==> src/rtl/sort_stream_adapter_if.sv <==
// Stream-side bundle of the sort stream adapter: input word stream and output word stream.
// The adapter uses the slave modport; the producer/consumer side uses master.
interface sort_stream_adapter_if #(
  parameter int unsigned WIDTH = 8
);
  logic             in_valid;
  logic             in_ready;
  logic [WIDTH-1:0] in_data;
  logic             out_valid;
  logic             out_ready;
  logic [WIDTH-1:0] out_data;
  logic             out_last;

  modport master (
    output in_valid, in_data, out_ready,
    input  in_ready, out_valid, out_data, out_last
  );

  modport slave (
    input  in_valid, in_data, out_ready,
    output in_ready, out_valid, out_data, out_last
  );
endinterface

==> src/rtl/sort_stream_adapter.sv <==
// Collects an N-word frame from a stream, kicks the parallel sorter, captures its result
// and streams the sorted words back out with a last flag.
module sort_stream_adapter #(
  parameter int unsigned N       = 6,
  parameter int unsigned WIDTH   = 8,
  parameter int unsigned TIMEOUT = 64
) (
  input  logic                  clk,
  input  logic                  rst_n,
  sort_stream_adapter_if.slave  strm,
  output logic                  sort_start,
  output logic [WIDTH-1:0]      sort_data   [N],
  input  logic                  sort_done,
  input  logic [WIDTH-1:0]      sort_result [N],
  output logic                  busy,
  output logic                  err_timeout,
  input  logic                  err_clr
);

  localparam int unsigned IdxW = $clog2(N + 1);
  localparam int unsigned CntW = $clog2(TIMEOUT + 1);

  typedef logic [IdxW-1:0] idx_t;
  typedef logic [CntW-1:0] cnt_t;

  typedef enum logic [2:0] {StIdle, StLoad, StKick, StWait, StDrain} state_e;

  state_e           state_q, state_d;
  idx_t             wr_idx_q, wr_idx_d;
  idx_t             rd_idx_q, rd_idx_d;
  cnt_t             tmo_cnt_q, tmo_cnt_d;
  logic             err_q, err_d;
  logic             load_en;
  logic             capture_en;
  logic [WIDTH-1:0] result_buf_q [N];

  always_comb begin
    state_d    = state_q;
    wr_idx_d   = wr_idx_q;
    rd_idx_d   = rd_idx_q;
    tmo_cnt_d  = tmo_cnt_q;
    err_d      = err_q;
    load_en    = 1'b0;
    capture_en = 1'b0;

    if (err_clr) err_d = 1'b0;

    unique case (state_q)
      StIdle: state_d = StLoad;
      StLoad: begin
        if (strm.in_valid) begin
          load_en  = 1'b1;
          wr_idx_d = wr_idx_q + idx_t'(1);
          if (wr_idx_q == idx_t'(N - 1)) state_d = StKick;
        end
      end
      StKick: begin
        wr_idx_d = '0;
        state_d  = StWait;
      end
      StWait: begin
        // A done arriving on the timeout cycle still wins.
        if (sort_done) begin
          capture_en = 1'b1;
          tmo_cnt_d  = '0;
          state_d    = StDrain;
        end else if (tmo_cnt_q == cnt_t'(TIMEOUT - 1)) begin
          err_d     = 1'b1;
          tmo_cnt_d = '0;
          state_d   = StIdle;
        end else begin
          tmo_cnt_d = tmo_cnt_q + cnt_t'(1);
        end
      end
      StDrain: begin
        if (strm.out_ready) begin
          if (rd_idx_q == idx_t'(N - 1)) begin
            rd_idx_d = '0;
            state_d  = StLoad;
          end else begin
            rd_idx_d = rd_idx_q + idx_t'(1);
          end
        end
      end
      default: state_d = StIdle;
    endcase
  end

  always_ff @(posedge clk or negedge rst_n) begin
    if (!rst_n) begin
      state_q   <= StIdle;
      wr_idx_q  <= '0;
      rd_idx_q  <= '0;
      tmo_cnt_q <= '0;
      err_q     <= 1'b0;
      for (int i = 0; i < int'(N); i++) begin
        sort_data[i]    <= '0;
        result_buf_q[i] <= '0;
      end
    end else begin
      state_q   <= state_d;
      wr_idx_q  <= wr_idx_d;
      rd_idx_q  <= rd_idx_d;
      tmo_cnt_q <= tmo_cnt_d;
      err_q     <= err_d;
      // sort_data is only written in LOAD, so it stays frozen while the sorter works.
      if (load_en) sort_data[wr_idx_q] <= strm.in_data;
      if (capture_en) begin
        for (int i = 0; i < int'(N); i++) result_buf_q[i] <= sort_result[i];
      end
    end
  end

  always_comb begin
    strm.in_ready  = (state_q == StLoad);
    strm.out_valid = (state_q == StDrain);
    strm.out_last  = (state_q == StDrain) && (rd_idx_q == idx_t'(N - 1));
    strm.out_data  = (state_q == StDrain) ? result_buf_q[rd_idx_q] : '0;
    sort_start     = (state_q == StKick);
    busy           = (state_q == StKick) || (state_q == StWait) || (state_q == StDrain);
    err_timeout    = err_q;
  end

endmodule

==> src/flat_wrapper.sv <==
// flat-port wrapper written by rule: the top's interface ports become plain ports
module sort_stream_adapter_flat 
#(
  parameter int unsigned N       = 6,
  parameter int unsigned WIDTH   = 8,
  parameter int unsigned TIMEOUT = 64
)
  (clk, rst_n, sort_start, sort_data, sort_done, sort_result, busy, err_timeout, err_clr, strm_in_valid, strm_in_data, strm_out_ready, strm_in_ready, strm_out_valid, strm_out_data, strm_out_last);
  sort_stream_adapter_if #(.WIDTH(WIDTH)) strm_i ();
  input  logic clk;
  input  logic rst_n;
  output logic sort_start;
  output logic [WIDTH-1:0] sort_data[N];
  input  logic sort_done;
  input  logic [WIDTH-1:0] sort_result[N];
  output logic busy;
  output logic err_timeout;
  input  logic err_clr;
  input wire logic [$bits(strm_i.in_valid)-1:0] strm_in_valid;
  input wire logic [$bits(strm_i.in_data)-1:0] strm_in_data;
  input wire logic [$bits(strm_i.out_ready)-1:0] strm_out_ready;
  output wire logic [$bits(strm_i.in_ready)-1:0] strm_in_ready;
  output wire logic [$bits(strm_i.out_valid)-1:0] strm_out_valid;
  output wire logic [$bits(strm_i.out_data)-1:0] strm_out_data;
  output wire logic [$bits(strm_i.out_last)-1:0] strm_out_last;
  assign strm_i.in_valid = strm_in_valid;
  assign strm_i.in_data = strm_in_data;
  assign strm_i.out_ready = strm_out_ready;
  assign strm_in_ready = strm_i.in_ready;
  assign strm_out_valid = strm_i.out_valid;
  assign strm_out_data = strm_i.out_data;
  assign strm_out_last = strm_i.out_last;
  sort_stream_adapter #(.N(N), .WIDTH(WIDTH), .TIMEOUT(TIMEOUT)) u_core (.clk(clk), .rst_n(rst_n), .strm(strm_i), .sort_start(sort_start), .sort_data(sort_data), .sort_done(sort_done), .sort_result(sort_result), .busy(busy), .err_timeout(err_timeout), .err_clr(err_clr));
endmodule
==> config.mk <==
export PLATFORM = sky130hd
export DESIGN_NAME = sort_stream_adapter_flat
export DESIGN_NICKNAME = d
export VERILOG_FILES = /design/src/rtl/sort_stream_adapter_if.sv /design/src/rtl/sort_stream_adapter.sv /design/src/flat_wrapper.sv
export SDC_FILE = /design/constraint.sdc
export NUM_CORES = 1
export LEC_CHECK = 0
export BUFFER_PORTS_ARGS = -buffer_cell sky130_fd_sc_hd__buf_4
export CAP_MARGIN = 20
export CORE_MARGIN = 2
export CORE_UTILIZATION = 45
export CTS_BUF_LIST = sky130_fd_sc_hd__clkbuf_8
export DETAILED_ROUTE_END_ITERATION = 16
export PLACE_DENSITY = 0.78
export SKIP_LAST_GASP = 1
export SLEW_MARGIN = 20
export SYNTH_ARGS = -nofsm -noshare
export SYNTH_HDL_FRONTEND = slang
export SYNTH_SLANG_ARGS = --single-unit
==> constraint.sdc <==
create_clock -name clk -period 2.7 [get_ports clk]
set_input_delay 0.81 -clock clk [delete_from_list [all_inputs] [get_ports clk]]
set_output_delay 0.81 -clock clk [all_outputs]
set_load 0.02 [all_outputs]
==> qor.csv <==
metric;value;unit
Final Cell Area;0.00645;mm²
fraction of layout cells with a size suffix above 1;58.2;%
Fmax;0.366;GHz
largest family of logic cells by synthesized area;multiplexers;
worst skew pair latency;430;ps
port bufs;123;
Final Hold Vio Count;0;
# H-tree levels;4;
Die Area;0.0116;mm²
Hold Buf Count CTS;0;
mux cell area share after synthesis;27.8;%
Tmin final;2740;ps
Fin Setup TNS;-135;ps
diode count;0;
reg2reg path depth;4;
dpl hpwl;7.67;mm
max_slew headroom;60.3;%
final-report max-slew violation count;0;
Inserted Clock Buffers;17;
Max FO, Critical Path;7;
CTS sink count;113;
die height;108;µm
CTS Buffer Depth;2;
Initial DRC Count;150;
Die W;108;µm
reg2reg end;u_core.sort_data[47];
critical path arrival;1930;ps
synth warn;0;
clk slew on worst S/H paths;70;ps
adder-cell share of the synthesized area;0.774;%
most area-hungry cell type in the Yosys netlist;dfrtp_1;
Hold Path Class;input port to asynchronous set/reset pin;
vias post-DR;3291;
Finished Layout Cells;626;
DRC;0;
syn_nets;404;
final setup violation count;5;
total chip power;0.00805;W
Lkg Pwr;3.00;nW
Reg-to-Reg Start;u_core.state_q[2];
CP cell instances;buf_6, mux4_2, a22oi_2, nor2_1, buf_4;
GRT Total Usage;19.9;%
synthesis-to-finish area growth;33.0;%
Max Cap Violations;0;
synthesized area per cell;14.3;µm²
vias in the first global route;3434;
FF+latch count, synth;113;
peak supply drop;0.000720;V
Synth Instances;339;
most frequent cells in the layout;132 x buf_4, 112 x dfrtp_1, 101 x mux2_2, 22 x clkbuf_8, 14 x nor2_1;
sequential element share of the synthesized area;58.3;%
Post-Synth XOR/XNOR Area;0.722;%
commonest non-fill, non-tap cell in the layout;buf_4;
DR WL/cell;17.4;µm
cell area after synthesis;0.00485;mm²
RSZ-0062 raised after global routing;true;
crit-path max cell delay;520;ps
CP Launch Type;flop;
Rows;37;
core area;0.0104;mm²
Synth top area share;58.3;%
status;finished, violations left;
Area after DPL;0.00597;mm²
Buf/Inv on CP;2;
Worst-Margin Slew;593;ps
FF-to-FF setup slack;670;ps
I/O pin count;124;
failing checks;setup timing;
initial core utilization;46.6;%
dpl cells;592;
via/cell ratio;5.26;
Overflow after GRT;0;
TritonCTS clock tree;done;
top cells by area, synth;dfrtp_1 58%, mux2_2 23%, mux4_2 3.7%;
family with the most delay on the worst path;multiplexers;
crit end category;primary output;
Final period util;101;%
WP data required;1890;ps
first-pass GRT wire length;17.4;mm
post-layout util;61.9;%
nets@finish;543;
largest net degree at the start of global routing;49;
slowest cell on the critical path;mux4_2;
gpl congestion;0.782;
drt total wl;10.9;mm
setup ws final;-35.2;ps
CP Class;flop to primary output;
CTS root buffer;clkbuf_8;
initial antenna violation count;0;
Compound-Gate Fraction of Synth Area;3.84;%
PwrDens;1250;mW/mm²
post-synthesis simple-gate area fraction;6.68;%
library cells used by synthesis;36;
First-pass DRT Iterations;4;
Clock Skews;7.94;ps
antenna viol nets, final;0;
-- layer usage --
metal / global-route usage (%) / up-vias / routed length, µm
met5: 0 / - / 0
met4: 7.69 / 0 / 223
met3: 8.23 / 21 / 771
met2: 30.5 / 96 / 5330
met1: 25.2 / 1661 / 4590
li1: - / 1513 / -
-- what timing repair did --
item	CTS	global route
buffers inserted	2	1
endpoints found under the setup margin	8	8
resized for setup	4	2
pin swaps	4	0
-- sequential cells by signal, indices dropped and copies added (netlist names) --
name and flops:
u_core.result_buf_q 48, u_core.tmo_cnt_q 7, u_core.sort_data 48, u_core.rd_idx_q 3
u_core.err_timeout 1, u_core.wr_idx_q 3, u_core.state_q 3
-- synth_stat cells (all sizes together) --
cell and instances:
dfrtp 113, mux2 104, nor2 15, nand2 14, buf 9, nor3 9
a21oi 8, a22oi 8, mux4 8, clkbuf 6, o21ai 6, inv 5
a21o 4, nand4 4, ha 3, nand3 3, xor2 3, nand2b 2
nor3b 2, a31o 1, a41oi 1, and3 1, and3b 1, and4 1
and4bb 1, clkinv 1, nand3b 1, nand4b 1, o41ai 1, or3 1
or4 1, xnor2 1
-- through the flow --
stage | setup slack [ps] | hold WS [ps]
2_1_floorplan | 315 | 435
5_1_grt | -125 | 348
6_report | -35.2 | 331
3_5_place_dp | 321 | 453
3_3_place_gp | 331 | 444
4_1_cts | -59.4 | 320
-- cell families (layout without fill, tap and decap cells) --
kind of cell,Yosys count,in the layout
DFF,113,113
muxes,112,112
and+or+nand+nor,57,57
AOI/OAI and AO/OA,29,29
buffers and inverters,21,172
xor gates and xnor gates,4,4
adders and majority gates,3,3
-- cell type report --
cell class | count | area [µm²]
flip-flops and latches | 113 | 2830
inverters | 6 | 22.5
clock buffers | 22 | 303
well taps | 136 | 170
repair buffers | 135 | 1040
multi-input cells | 205 | 1950
clock inverters | 9 | 130
fillers | 788 | 3970
-- power by group --
group	internal, W	leakage, nW	switching, W	total [W]
logic	0.00178	1.41	0.00148	0.00325
registers	0.00253	1.37	0.000574	0.00310
clock network	0.00103	0.214	0.000666	0.00169
-- how the worst max path moves through the flow --
| stage | slack, ps | cells past startpoint | startpoint | endpoint |
|---|---|---|---|---|
| CTS | -60 | 5 | u_core.rd_idx_q[0] | strm_out_data[1] |
| detailed placement | 320 | 5 | u_core.rd_idx_q[0] | strm_out_data[7] |
| floorplan | 320 | 5 | u_core.rd_idx_q[0] | strm_out_data[1] |
| global route | -120 | 5 | u_core.rd_idx_q[0] | strm_out_data[1] |
| finish | -40 | 5 | u_core.rd_idx_q[0] | strm_out_data[0] |
| global placement | 330 | 5 | u_core.rd_idx_q[0] | strm_out_data[1] |
-- worst reg2reg max path, delay by kind of cell (launching register included) --
kind / cells / cell delay, ps
flip-flops: 1 / 460
multiplexers: 1 / 400
AND/OR/NAND/NOR: 3 / 1050
Power figures use the tool's default switching activity.
